### src/rtl/dot_matrix_scan_ctrl_if.sv
// Host and divider-facing signals of the dot-matrix row-scan controller.
// The master drives strobes and writes; the slave is the scan controller.
interface dot_matrix_scan_ctrl_if #(
    parameter int ROWS = 8,
    parameter int COLS = 8
);
    localparam int AW = (ROWS > 1) ? $clog2(ROWS) : 1;

    logic            tick;
    logic            en;
    logic            wr_en;
    logic [AW-1:0]   wr_addr;
    logic [COLS-1:0] wr_data;
    logic            swap_req;
    logic            swap_ack;
    logic [ROWS-1:0] row_sel;
    logic [COLS-1:0] col_data;
    logic            frame_start;

    modport master (
        output tick, en, wr_en, wr_addr, wr_data, swap_req,
        input  swap_ack, row_sel, col_data, frame_start
    );

    modport slave (
        input  tick, en, wr_en, wr_addr, wr_data, swap_req,
        output swap_ack, row_sel, col_data, frame_start
    );
endinterface

### src/rtl/dot_matrix_scan_ctrl.sv
// Row-scan sequencer for an 8x8 dot-matrix display with a double-buffered frame
// store and clk-timed blanking between rows.
module dot_matrix_scan_ctrl #(
    parameter int ROWS         = 8,
    parameter int COLS         = 8,
    parameter int BLANK_CYCLES = 2
) (
    input logic                   clk,
    input logic                   rst,
    dot_matrix_scan_ctrl_if.slave bus
);
    localparam int AW = (ROWS > 1) ? $clog2(ROWS) : 1;
    localparam int CW = (BLANK_CYCLES > 1) ? $clog2(BLANK_CYCLES) : 1;
    localparam logic [AW-1:0] LAST_ROW   = AW'(ROWS - 1);
    localparam logic [CW-1:0] BLANK_LOAD = CW'(BLANK_CYCLES - 1);

    typedef enum logic [1:0] {
        S_IDLE  = 2'd0,
        S_BLANK = 2'd1,
        S_SHOW  = 2'd2
    } state_t;

    state_t          state, state_nx;
    logic [AW-1:0]   row_idx, row_idx_nx;
    logic [CW-1:0]   blank_cnt, blank_cnt_nx;
    logic            front;
    logic            pending;
    logic [COLS-1:0] frame_mem [2][ROWS];

    logic            wrap_tick;
    logic            swap_fire;
    logic [ROWS-1:0] row_sel_nx;
    logic [COLS-1:0] col_data_nx;
    logic            frame_start_nx;

    logic [ROWS-1:0] row_sel_p0;
    logic [COLS-1:0] col_data_p0;
    logic            swap_ack_p0;
    logic            frame_start_p0;

    assign wrap_tick = (state == S_SHOW) && bus.en && bus.tick && (row_idx == LAST_ROW);
    assign swap_fire = wrap_tick && (pending || bus.swap_req);

    always_ff @(posedge clk or negedge rst) begin
        if (!rst) begin
            state     <= S_IDLE;
            row_idx   <= '0;
            blank_cnt <= '0;
        end else begin
            state     <= state_nx;
            row_idx   <= row_idx_nx;
            blank_cnt <= blank_cnt_nx;
        end
    end

    always_comb begin
        state_nx     = state;
        row_idx_nx   = row_idx;
        blank_cnt_nx = blank_cnt;
        if (!bus.en) begin
            state_nx     = S_IDLE;
            row_idx_nx   = '0;
            blank_cnt_nx = '0;
        end else begin
            case (state)
                S_IDLE: begin
                    state_nx     = S_BLANK;
                    row_idx_nx   = '0;
                    blank_cnt_nx = BLANK_LOAD;
                end
                S_BLANK: begin
                    if (blank_cnt == '0) state_nx = S_SHOW;
                    else                 blank_cnt_nx = blank_cnt - CW'(1);
                end
                S_SHOW: begin
                    // Ticks only count while a row is lit; IDLE/BLANK ticks are dropped.
                    if (bus.tick) begin
                        state_nx     = S_BLANK;
                        blank_cnt_nx = BLANK_LOAD;
                        row_idx_nx   = (row_idx == LAST_ROW) ? '0 : row_idx + AW'(1);
                    end
                end
                default: begin
                    state_nx   = S_IDLE;
                    row_idx_nx = '0;
                end
            endcase
        end
    end

    // Outputs are computed from the next state so the registered drive lines up with it.
    always_comb begin
        row_sel_nx     = '0;
        col_data_nx    = '0;
        frame_start_nx = 1'b0;
        if (state_nx == S_SHOW) begin
            row_sel_nx     = ROWS'(1) << row_idx_nx;
            col_data_nx    = frame_mem[front][row_idx_nx];
            frame_start_nx = (state != S_SHOW) && (row_idx_nx == '0);
        end
    end

    // Writes address the pre-swap back buffer, which a coincident swap turns into the front.
    always_ff @(posedge clk or negedge rst) begin
        if (!rst) begin
            for (int b = 0; b < 2; b++)
                for (int r = 0; r < ROWS; r++)
                    frame_mem[b][r] <= '0;
        end else if (bus.wr_en && (int'(bus.wr_addr) < ROWS)) begin
            frame_mem[~front][bus.wr_addr] <= bus.wr_data;
        end
    end

    always_ff @(posedge clk or negedge rst) begin
        if (!rst) begin
            front   <= 1'b0;
            pending <= 1'b0;
        end else if (swap_fire) begin
            front   <= ~front;
            pending <= 1'b0;
        end else if (bus.swap_req) begin
            pending <= 1'b1;
        end
    end

    // Output register stage
    always_ff @(posedge clk or negedge rst) begin
        if (!rst) begin
            row_sel_p0     <= '0;
            col_data_p0    <= '0;
            swap_ack_p0    <= 1'b0;
            frame_start_p0 <= 1'b0;
        end else begin
            row_sel_p0     <= row_sel_nx;
            col_data_p0    <= col_data_nx;
            swap_ack_p0    <= swap_fire;
            frame_start_p0 <= frame_start_nx;
        end
    end

    assign bus.row_sel     = row_sel_p0;
    assign bus.col_data    = col_data_p0;
    assign bus.swap_ack    = swap_ack_p0;
    assign bus.frame_start = frame_start_p0;
endmodule

### src/flat_wrapper.sv
// flat-port wrapper written by rule: the top's interface ports become plain ports
module dot_matrix_scan_ctrl_flat 
#(
    parameter int ROWS         = 8,
    parameter int COLS         = 8,
    parameter int BLANK_CYCLES = 2
)
  (clk, rst, bus_tick, bus_en, bus_wr_en, bus_wr_addr, bus_wr_data, bus_swap_req, bus_swap_ack, bus_row_sel, bus_col_data, bus_frame_start);
  dot_matrix_scan_ctrl_if #(.ROWS(ROWS), .COLS(COLS)) bus_i ();
  input logic clk;
  input logic rst;
  input wire logic [$bits(bus_i.tick)-1:0] bus_tick;
  input wire logic [$bits(bus_i.en)-1:0] bus_en;
  input wire logic [$bits(bus_i.wr_en)-1:0] bus_wr_en;
  input wire logic [$bits(bus_i.wr_addr)-1:0] bus_wr_addr;
  input wire logic [$bits(bus_i.wr_data)-1:0] bus_wr_data;
  input wire logic [$bits(bus_i.swap_req)-1:0] bus_swap_req;
  output wire logic [$bits(bus_i.swap_ack)-1:0] bus_swap_ack;
  output wire logic [$bits(bus_i.row_sel)-1:0] bus_row_sel;
  output wire logic [$bits(bus_i.col_data)-1:0] bus_col_data;
  output wire logic [$bits(bus_i.frame_start)-1:0] bus_frame_start;
  assign bus_i.tick = bus_tick;
  assign bus_i.en = bus_en;
  assign bus_i.wr_en = bus_wr_en;
  assign bus_i.wr_addr = bus_wr_addr;
  assign bus_i.wr_data = bus_wr_data;
  assign bus_i.swap_req = bus_swap_req;
  assign bus_swap_ack = bus_i.swap_ack;
  assign bus_row_sel = bus_i.row_sel;
  assign bus_col_data = bus_i.col_data;
  assign bus_frame_start = bus_i.frame_start;
  dot_matrix_scan_ctrl #(.ROWS(ROWS), .COLS(COLS), .BLANK_CYCLES(BLANK_CYCLES)) u_core (.clk(clk), .rst(rst), .bus(bus_i));
endmodule
### config.mk
export PLATFORM = sky130hd
export DESIGN_NAME = dot_matrix_scan_ctrl_flat
export DESIGN_NICKNAME = d
export VERILOG_FILES = /design/src/rtl/dot_matrix_scan_ctrl_if.sv /design/src/rtl/dot_matrix_scan_ctrl.sv /design/src/flat_wrapper.sv
export SDC_FILE = /design/constraint.sdc
export NUM_CORES = 1
export LEC_CHECK = 0
export BUFFER_PORTS_ARGS = -buffer_cell sky130_fd_sc_hd__buf_2
export CAP_MARGIN = 20
export CORE_ASPECT_RATIO = 1.25
export CORE_MARGIN = 2
export CORE_UTILIZATION = 66
export DETAILED_ROUTE_END_ITERATION = 6
export PLACE_DENSITY_LB_ADDON = 0.15
export SYNTH_ARGS = -nofsm -noshare
export SYNTH_HDL_FRONTEND = slang
export SYNTH_SLANG_ARGS = --single-unit
### constraint.sdc
create_clock -name clk -period 3.4 [get_ports clk]
set_input_delay 0.51 -clock clk [delete_from_list [all_inputs] [get_ports clk]]
set_output_delay 0.51 -clock clk [all_outputs]
set_load 0.005 [all_outputs]
**After elaboration in Yosys (flattened, before gate mapping)**

Index checks and enable logic that the tools add are counted.

- Add/sub/neg operators: 2
- Multipliers: 0
- Div/mod/pow operators: 0
- $lt $le $gt $ge: 6
- Eq/ne operators: 7
- Shift-type cells: 1
- Mux-type cells: 28
- Bitwise logic cells: 5
- Reductions and logical operators: 12

Operators by type and width:

| cell | number |
|---|---|
| 64-bit two-way mux | 4 |
| 128-bit bitwise mux | 1 |
| 64-bit demux with 1-bit select | 1 |
| 8-bit two-way mux | 5 |
| 8-bit binary-select mux with 3-bit select | 1 |
| 8-bit demux with 3-bit select | 1 |
| 3-bit two-way mux | 3 |
| 4-bit >= comparator (second input constant) | 2 |
| 3-bit NOT with 4-bit output | 2 |
| 1-bit by 3-bit << shifter with 8-bit output (first input constant) | 1 |
| 1-bit logical AND | 7 |
| 1-bit two-way mux | 6 |
| 2-bit two-way mux | 3 |
| 2-bit case mux with 3 select lines | 1 |
| 3-bit case mux with 2 select lines | 1 |
| 2-bit == test (second input constant) | 2 |
| 2-bit >= comparator (second input constant) | 2 |
| 4-bit by 1-bit < comparator with 1-bit output (second input constant) | 1 |
| 4-bit by 1-bit inequality test with 1-bit output (second input constant) | 1 |
| 1-bit NOT with 2-bit output | 2 |
| 3-bit by 1-bit adder with 3-bit output (second input constant) | 1 |
| 3-bit == test (second input constant) | 1 |
| 3-bit zero test | 1 |
| 3-bit inequality test (second input constant) | 1 |
| other kinds (10) | 10 |

- Register bits after elaboration: 154
- Latch bits: 0
- Bits in writable memories: 0
- Memory bits (read-only): 0
- Input port bits: 17
- Output and inout bits: 18
- Word-level logic and storage cells: 86
- Memories kept: 0

**Depth between registers and ports, before layout**

Gate-level depths: netlist of run 1.

- Word-level depth: 10
- Mapped depth: 11
- Depth with buffers taken out: 8

**Worst setup path before layout of run 1**

No wires, ideal clock.

- Path kind: reg2reg
- From: reg u_core.row_idx[1]
- To: reg u_core.col_data_p0[1], in the netlist u_core.bus.col_data[1]
- Library setup time: 139 ps
- Arrival: 1934 ps
- Required time: 3261 ps
- Slack: 1327 ps
- Cell stages (with the launch flop): 10
- Path buffers: 2
- Period minus slack after synthesis: 2073 ps
- Cell sequence: dfrtp_1 ha_1 ha_1 and3_1 o21a_1 buf_4 and3_1 buf_2 a22oi_1 o221ai_1

- Cells in the longest elaborated chain, start to end: 10
- Elaborated cells on any way between the ends: 11
- Classes of those cells: add/sub: 1; eq/ne: 1; mux: 8; bitwise: 1

Ends and longest elaborated chain:

| item | line | RTL |
|---|---|---|
| from (decl) | dot_matrix_scan_ctrl.sv:24 | `logic [AW-1:0] row_idx, row_idx_nx;` |
| from (signal assigned) | dot_matrix_scan_ctrl.sv:51 | `row_idx <= row_idx_nx;` |
| 3-bit by 1-bit adder with 3-bit output or 3-bit == test (tied branches) | dot_matrix_scan_ctrl.sv:80 | `row_idx_nx = (row_idx == LAST_ROW) ? '0 : row_idx + AW'(1);` |
| 3-bit two-way mux * | dot_matrix_scan_ctrl.sv:80 |  |
| 3-bit two-way mux * | dot_matrix_scan_ctrl.sv:77 | `if (bus.tick) begin` |
| 3-bit case mux with 2 select lines * | dot_matrix_scan_ctrl.sv:65 | `case (state)` |
| 3-bit two-way mux * | dot_matrix_scan_ctrl.sv:60 | `if (!bus.en) begin` |
| named net u_core.row_idx_nx[2] | dot_matrix_scan_ctrl.sv:24 |  |
| 3-bit NOT with 4-bit output (implied by the code) * | dot_matrix_scan_ctrl.sv:98 | `col_data_nx = frame_mem[front][row_idx_nx];` |
| 8-bit binary-select mux with 3-bit select * | dot_matrix_scan_ctrl.sv:98 |  |
| 8-bit two-way mux (implied by the code) * (2 in a row) | dot_matrix_scan_ctrl.sv:98 |  |
| 8-bit two-way mux * | dot_matrix_scan_ctrl.sv:96 | `if (state_nx == S_SHOW) begin` |
| named net u_core.col_data_nx[1] | dot_matrix_scan_ctrl.sv:33 | `logic [COLS-1:0] col_data_nx;` |
| to (signal assigned) | dot_matrix_scan_ctrl.sv:135 | `col_data_p0 <= col_data_nx;` |
| to (decl) | dot_matrix_scan_ctrl.sv:37 | `logic [COLS-1:0] col_data_p0;` |

Mark *: on every way through the listed nets, which the timed path passes. The rest lies on a longest branch. The select of a mux whose other input is x is not followed.
A chain may end at the register's enable or synchronous reset.

**Final worst setup path of run 1**

- From: reg u_core.state[1]
- To: reg u_core.col_data_p0[7], in the netlist u_core.bus.col_data[7]

- Cells in the longest elaborated chain, start to end: 8
- Elaborated cells on any way between the ends: 15
- Classes of those cells: eq/ne: 3; mux: 10; bitwise: 1; reduce/logical: 1

Ends and longest elaborated chain:

| item | line | RTL |
|---|---|---|
| from (decl) | dot_matrix_scan_ctrl.sv:23 | `state_t state, state_nx;` |
| from (signal assigned) | dot_matrix_scan_ctrl.sv:50 | `state <= state_nx;` |
| 2-bit == test or 2-bit by 1-bit == test with 1-bit output (tied branches) | dot_matrix_scan_ctrl.sv:65 |  |
| 3-bit case mux with 2 select lines | dot_matrix_scan_ctrl.sv:65 |  |
| 3-bit two-way mux | dot_matrix_scan_ctrl.sv:60 |  |
| 3-bit NOT with 4-bit output (implied by the code) | dot_matrix_scan_ctrl.sv:98 |  |
| 8-bit binary-select mux with 3-bit select | dot_matrix_scan_ctrl.sv:98 |  |
| 8-bit two-way mux (implied by the code) (2 in a row) | dot_matrix_scan_ctrl.sv:98 |  |
| 8-bit two-way mux * | dot_matrix_scan_ctrl.sv:96 |  |
| named net u_core.col_data_nx[7] | dot_matrix_scan_ctrl.sv:33 |  |

Marks and branches as above.

==> reports/results.txt, run 1 <==
Initial antenna violation count: 0
Final WL: 18.8 mm
Clk_lat worst skew: 0.42 ns
Sequential area share after synthesis: 50.3%
Clk_skew: 0.00901 ns
Via density: 6.79
WS Path Type: reg2reg
Worst-path clk slew: 0.07 ns
Ant diodes: 0
Total core area: 11500 um2
Critical path arrival: 3.15 ns
Crit-path cells: inv_1 > ha_1 > and2_1 > a21oi_4 > nor4_4 > a211oi_1 > a22oi_1 > o221ai_1
Worst IR Drop VDD: 0.384 mV
Slew Limit Fails: 0
Max cap viols: 0
GRT Overall Usage: 31.5%
Fin crit period: 2.88 ns
Post-detailed-route count of antenna-violating nets: 0
CP Data Required Time: 3.68 ns
Worst Path Max Fanout: 20
DRC: 0
Post-CTS Hold Fix Bufs: 0
Root buf cell: clkbuf_16
Hold/Removal Path Class: in2async
FF-to-FF path depth: 8
Via count: 5470
Worst Max-Slew Pin Slew: 1.00 ns
Slew HR: 32.8%
Largest net degree at the start of global routing: 81
Setup-failing EPs final: 0
Hpwl dp: 12.6 mm
Syn Nets: 653
Synth warn: 0
Drt first-iter violations: 469
R2R Path Start: u_core.state[1]$_DFF_PN0_
Startpoint Class: flip-flop
R2R Path End: u_core.bus.col_data[7]$_DFF_PN0_
Post CTS Setup Buffer Count: 0
Mapped Area: 7650 um2
Pwr/cell area: 507 nW/um2
Slowest cell on crit path: nor4_4
Max Freq: 348 MHz
CTS tree: built
Critical path endpoint category: flip-flop
Die width: 100 um
Num rows: 44
Top Ports: 35
CP peak stage delay: 0.63 ns
Fin crit share: 84.6%
Die H: 124 um
Unrepaired setup endpoints after global routing: false
Routability cong.: 0.909
Cts bufs inserted: 17
Crit path to: u_core.bus.col_data[7]$_DFF_PN0_
Nets: 678
Ys async rst share: 100%
Finished Layout Cells: 806
Share of cells above drive strength 1: 33.8%
1st-pass router iterations: 5
Cells after synthesis: 630
Placed cell count: 774
EDFF count, synth: 0
Synth cell types: 62
Ys flop type: dfrtp_1
R2r setup slk: 0.52 ns
Leak Pwr: 3.80 nW
Sink Count: 154
Final hold vios: 0
Seq cells post-synth: 154
PortBufs: 34
CTS HTree Levels: 4
Grt total ovfl: 0
Die area: 12500 um2
First-pass GRT wire length: 30.0 mm
Initial core utilization: 66.8%
Clk buf depth: 2
Vias in the first global route: 5528
Wire per inst: 23.3 um
Area delta synth->final: 10.4%
Crit. Startpoint: u_core.state[1]$_DFF_PN0_
PostCTS Resize Cnt: 0
Status: complete, no violations
Fin Setup TNS: 0 ns
Avg Cell Area, Syn: 12.2 um2
==> per-layer routing <==
layer | track usage [%] | wire length, um | vias to the layer above | share of wire (%)
met1 | 44.1 | 7800 | 2785 | 42
met2 | 49.7 | 9120 | 235 | 49
met3 | 5.67 | 1290 | 48 | 6.8
met5 | 0 | 0 | - | 0
met4 | 11.3 | 573 | 0 | 3.1
li1 | - | - | 2402 | -
==> how the worst min path moves through the flow <==
stage / start / endpoint / slack, ns / cells after the start
detailed placement: u_core.frame_mem[124]$_DFFE_PN0P_ / u_core.frame_mem[124]$_DFFE_PN0P_ / 0.48 / 1
global route: rst / u_core.frame_mem[52]$_DFFE_PN0P_ / 0.18 / 1
global placement: u_core.frame_mem[126]$_DFFE_PN0P_ / u_core.frame_mem[126]$_DFFE_PN0P_ / 0.47 / 1
finish: rst / u_core.frame_mem[116]$_DFFE_PN0P_ / 0.13 / 1
CTS: rst / u_core.frame_mem[116]$_DFFE_PN0P_ / 0.17 / 1
floorplan: rst / u_core.blank_cnt$_DFFE_PN0P_ / 0.21 / 0
==> sequential cells by signal, indices dropped and copies added (netlist names) <==
name,flops
u_core.front,1
u_core.bus.frame_start,1
u_core.state,2
u_core.bus.col_data,8
u_core.bus.row_sel,8
u_core.pending,1
u_core.frame_mem,128
u_core.bus.swap_ack,1
u_core.row_idx,3
u_core.blank_cnt,1
==> kinds of logic (layout without fill, tap and decap cells) <==
| group | count (synthesis) | after routing | share of synthesized area [%] |
|---|---|---|---|
| xor+xnor | 1 | 1 | 0.114 |
| simple gates | 149 | 149 | 11.1 |
| compound gates | 115 | 115 | 11.3 |
| mux | 152 | 152 | 22.5 |
| buf+inv | 53 | 91 | 3.65 |
| flops | 154 | 154 | 50.3 |
| fa+ha+maj | 6 | 6 | 0.981 |
==> cell usage after synthesis, types with 4 or more instances <==
| master | number | area share (%) |
|---|---|---|
| a2111oi_0 | 4 | 0.46 |
| nor2b_1 | 10 | 0.82 |
| nand2_1 | 25 | 1.2 |
| clkbuf_1 | 19 | 0.93 |
| or4_1 | 6 | 0.59 |
| or3_1 | 5 | 0.41 |
| nor4_1 | 8 | 0.65 |
| o21bai_1 | 4 | 0.39 |
| nor2_1 | 32 | 1.6 |
| nor3_1 | 15 | 0.98 |
| ha_1 | 6 | 0.98 |
| mux2_2 | 124 | 18 |
| buf_2 | 16 | 1.0 |
| o221ai_1 | 5 | 0.57 |
| mux2i_1 | 21 | 2.7 |
| nand4b_1 | 10 | 1.1 |
| nand3_1 | 6 | 0.39 |
| buf_6 | 6 | 0.88 |
| dfrtp_1 | 154 | 50 |
| a22oi_1 | 6 | 0.59 |
| a211oi_1 | 11 | 1.1 |
| o21ai_0 | 18 | 1.2 |
| o211ai_1 | 6 | 0.59 |
| buf_4 | 4 | 0.39 |
| inv_1 | 7 | 0.34 |
| nand3b_1 | 11 | 1.1 |
| o32ai_1 | 8 | 0.92 |
| a21oi_1 | 14 | 0.92 |
| o31ai_1 | 14 | 1.4 |
| nand2b_1 | 5 | 0.41 |
==> worst max-delay path, delay by kind of cell (launching register included) <==
family	cells	cell delay, ns
AO/OA/AOI/OAI	4	0.82
adder cells (fa/ha/maj)	1	0.30
buffers and inverters	1	0.16
flip-flops	1	0.44
AND/OR/NAND/NOR	2	1.00
==> per-stage QoR <==
step	utilization, %	power, mW	worst slack [ns]	hold slack (ns)	cell area (um2)
final	73.8	4.29	0.525	0.129	8450
after global routing	73.8	4.42	0.334	0.182	8450
after CTS	73.8	4.28	0.581	0.166	8450
after detailed placement	69.0	2.54	0.614	0.485	7900
after global placement	69.0	2.51	0.712	0.472	7900
after floorplan	-	2.39	1.33	0.214	7650
==> power breakdown <==
part / leakage [nW] / switching [mW] / internal (mW)
Clock: 0.271 / 0.802 / 0.971
Combinational: 1.52 / 0.205 / 0.194
Sequential: 2.01 / 0.109 / 2.01
==> area by class of cell <==
class / count / area [um2]
flip-flops and latches: 154 / 3860
multi-input cells: 423 / 3520
fillers: 799 / 3000
clock buffers: 18 / 439
repair buffers: 51 / 317
well taps: 138 / 173
clock inverters: 14 / 111
inverters: 8 / 30.0
==> cell usage in the layout, fill, tap and decap left out, types with 15 or more instances in the layout <==
cell type and instances:
dfrtp_1 153, mux2_2 124, buf_2 33, nor2_1 32, nand2_1 25, mux2i_1 21
o21ai_0 18, clkbuf_16 17, buf_4 16, nor3_1 15
(Power assumes the default switching activity.)
==> run 2, diff against run 1 <==
--- a/config.mk
+++ b/config.mk
@@ -9,7 +9,7 @@
 export CAP_MARGIN = 20
 export CORE_ASPECT_RATIO = 1.25
 export CORE_MARGIN = 2
-export CORE_UTILIZATION = 66
+export CORE_UTILIZATION = 62
 export DETAILED_ROUTE_END_ITERATION = 6
 export PLACE_DENSITY_LB_ADDON = 0.15
 export SYNTH_ARGS = -nofsm -noshare
==> constraint.sdc (replaced) <==
create_clock -name clk -period 2.7 [get_ports clk]
set_input_delay 0.405 -clock clk [delete_from_list [all_inputs] [get_ports clk]]
set_output_delay 0.405 -clock clk [all_outputs]
set_load 0.005 [all_outputs]
==> run 2 against run 1 <==
Net effect: utilization fell by 1.4 points; first-iteration DRC count down 22%; largest power group is now the clock network; critical path depth shrank 1; cell area up 3.7%; sequential cell count unchanged; fmax increased by 11%; routed wire length decreased by 0.73%; cell count is 4.8% higher.
==> reports/results.txt, run 2 (synthesis results as in run 1) <==
Pwr/cell area: 667 nW/um2 (+31%)
Fin Setup TNS: 0 ns (unchanged)
Commonest non-fill, non-tap cell in the layout: dfrtp_1
Final hold vios: 0 (unchanged)
Nets: 691 (+1.9%)
Worst Max-Slew Pin Slew: 0.630 ns (-0.374 ns)
Ant diodes: 0 (unchanged)
Slew Limit Fails: 0 (unchanged)
Finished Layout Cells: 845 (+4.8%)
Most frequent cells in the layout: dfrtp_1 (153), mux2_2 (124), buf_2 (33), nor2_1 (32), buf_4 (25)
Placed cell count: 809 (+4.5%)
Cts bufs inserted: 17 (unchanged)
Fill cell total of the finished layout: 841 (+5.3%)
Fin crit period: 2.60 ns (-0.277 ns)
Setup-failing EPs final: 0 (unchanged)
Die H: 128 um (+3.1%)
Startpoint Class: flip-flop
Share of cells above drive strength 1: 35.1% (+1.3 points)
Num rows: 45 (+2.3%)
Via density: 6.48 (-4.6%)
Hpwl dp: 12.4 mm (-1.5%)
Root buf cell: clkbuf_16
GRT Overall Usage: 30.6% (-0.97 points)
Worst-path clk slew: 0.06 ns (about the same)
First-pass GRT wire length: 30.0 mm (about the same)
Worst slack at placement: 0.0947 ns (-0.520 ns)
Vias in the first global route: 5494 (-0.62%)
Initial core utilization: 63.2% (-3.6 points)
Via count: 5473 (+0.055%)
Largest register FFs: 128 (unchanged)
Finished Cell Area: 8760 um2 (+3.7%)
Critical path buffer and inverter count: 2 (+1)
Routability cong.: 0.865 (-4.8%)
CTS HTree Levels: 4 (unchanged)
Grt total ovfl: 0 (unchanged)
Initial antenna violation count: 0 (unchanged)
Worst Path Max Fanout: 8 (-60%)
Post-detailed-route count of antenna-violating nets: 0 (unchanged)
Largest register by flop count: u_core.frame_mem
Largest net degree at the start of global routing: 67 (-17%)
Critical path endpoint category: flip-flop
Crit-path leading delay family: compound AO/OA/AOI/OAI gates
Clk_lat worst skew: 0.42 ns (about the same)
Final WL: 18.6 mm (-0.73%)
Die area: 13300 um2 (+6.2%)
Fin crit share: 96.2% (+12 points)
Die width: 103 um (+3.1%)
CP peak stage delay: 0.46 ns (-0.17 ns)
Max Freq: 385 MHz (+11%)
Status: complete, no violations
Top Ports: 35 (unchanged)
Crit-path cells: inv_1 > ha_1 > nor2b_4 > o21a_1 > o21ai_1 > clkinv_1 > o221ai_1
Clk_skew: 0.00908 ns (+0.0000695 ns)
Area delta synth->final: 14.5%
WS Path Type: reg2reg
DRC: 0 (unchanged)
Area after DPL: 8040 um2 (+1.7%)
Sink Count: 154 (unchanged)
Slowest cell on crit path: clkinv_1
CP Data Required Time: 3.01 ns (-0.67 ns)
CTS tree: built
1st-pass router iterations: 6 (+1)
Hold/Removal Path Class: in2reg
Critical path arrival: 2.91 ns (-0.24 ns)
Setup ws final: 0.102 ns (-0.423 ns)
Max cap viols: 0 (unchanged)
Worst IR Drop VDD: 0.430 mV (+12%)
Slew HR: 58.0% (+25 points)
Drt first-iter violations: 367 (-22%)
Clk buf depth: 2 (unchanged)
Total core area: 12100 um2 (+5.7%)
Leak Pwr: 3.92 nW (+3.2%)
PortBufs: 34 (unchanged)
Wire per inst: 22.1 um (-5.3%)
[run 2: cell count changes in the layout (fill, tap and decap cells not counted), sizes merged]
cell	delta
bufinv	+6
clkinv	+1
inv	-8
clkinvlp	-1
clkbuf	+2
buf	+12
dlygate4sd3	+1
[run 2: worst paths after layout]
check | start | to | slack (ns) | cells after the start
hold reg to reg | u_core.frame_mem[89]$_DFFE_PN0P_ | u_core.frame_mem[89]$_DFFE_PN0P_ | 0.50 | 1
setup / recovery | u_core.state[0]$_DFF_PN0_ | u_core.bus.col_data[5]$_DFF_PN0_ | 0.10 | 7
setup reg to reg | u_core.state[0]$_DFF_PN0_ | u_core.bus.col_data[5]$_DFF_PN0_ | 0.10 | 7
max in group asynchronous | rst | u_core.frame_mem[85]$_DFFE_PN0P_ | 1.41 | 3
hold / removal | bus_swap_req | u_core.pending$_DFFE_PN0P_ | 0.25 | 3
min in group asynchronous | rst | u_core.frame_mem[35]$_DFFE_PN0P_ | 0.53 | 2
[run 2: metrics by stage]
stage	hold slack, ns	power, mW	utilization [%]
3_3_place_gp	0.441	3.17	66.4
2_1_floorplan	0.109	3.01	-
5_1_grt	0.249	6.07	72.4
6_report	0.252	5.85	72.4
3_5_place_dp	0.445	3.21	66.4
4_1_cts	0.241	5.87	72.0
[run 2: routing by layer]
| metal | GRT usage [%] | part of all wire (%) | vias to the layer above |
|---|---|---|---|
| met5 | 0 | 0 | - |
| met4 | 12.5 | 3.2 | 0 |
| met3 | 7.47 | 6.4 | 58 |
| met2 | 48.4 | 49 | 241 |
| met1 | 40.2 | 41 | 2743 |
| li1 | - | - | 2431 |
[run 2: repair_timing]
item / CTS / global route
setup buffers: 0 / 3
resized for setup: 0 / 5
hold buffers: 1 / 0
setup endpoints to repair: 0 / 6
endpoints found under the hold margin: 9 / 0
[run 2: worst min-delay path: cells and delay by family]
family	cells	cell delay (ns)
buffers and inverters	1	0.08
and+or+nand+nor	2	0.15
[run 2: power by group]
group          total (mW)  leakage, nW  internal [mW]  switching, mW
logic               0.514         1.58          0.253          0.261
registers            2.66         2.01           2.53          0.133
clock network        2.67        0.324           1.75          0.914
[run 2: area by class of cell]
| cell class | count | area, um2 | share of cell area [%] |
|---|---|---|---|
| Multi-Input combinational cell | 423 | 3550 | 40.5 |
| Timing Repair Buffer | 64 | 454 | 5.18 |
| Sequential cell | 154 | 3860 | 44.0 |
| Inverter | 8 | 30.0 | 0.343 |
| Clock buffer | 20 | 447 | 5.10 |
| Clock inverter | 12 | 220 | 2.51 |
| Tap cell | 164 | 205 | 2.34 |
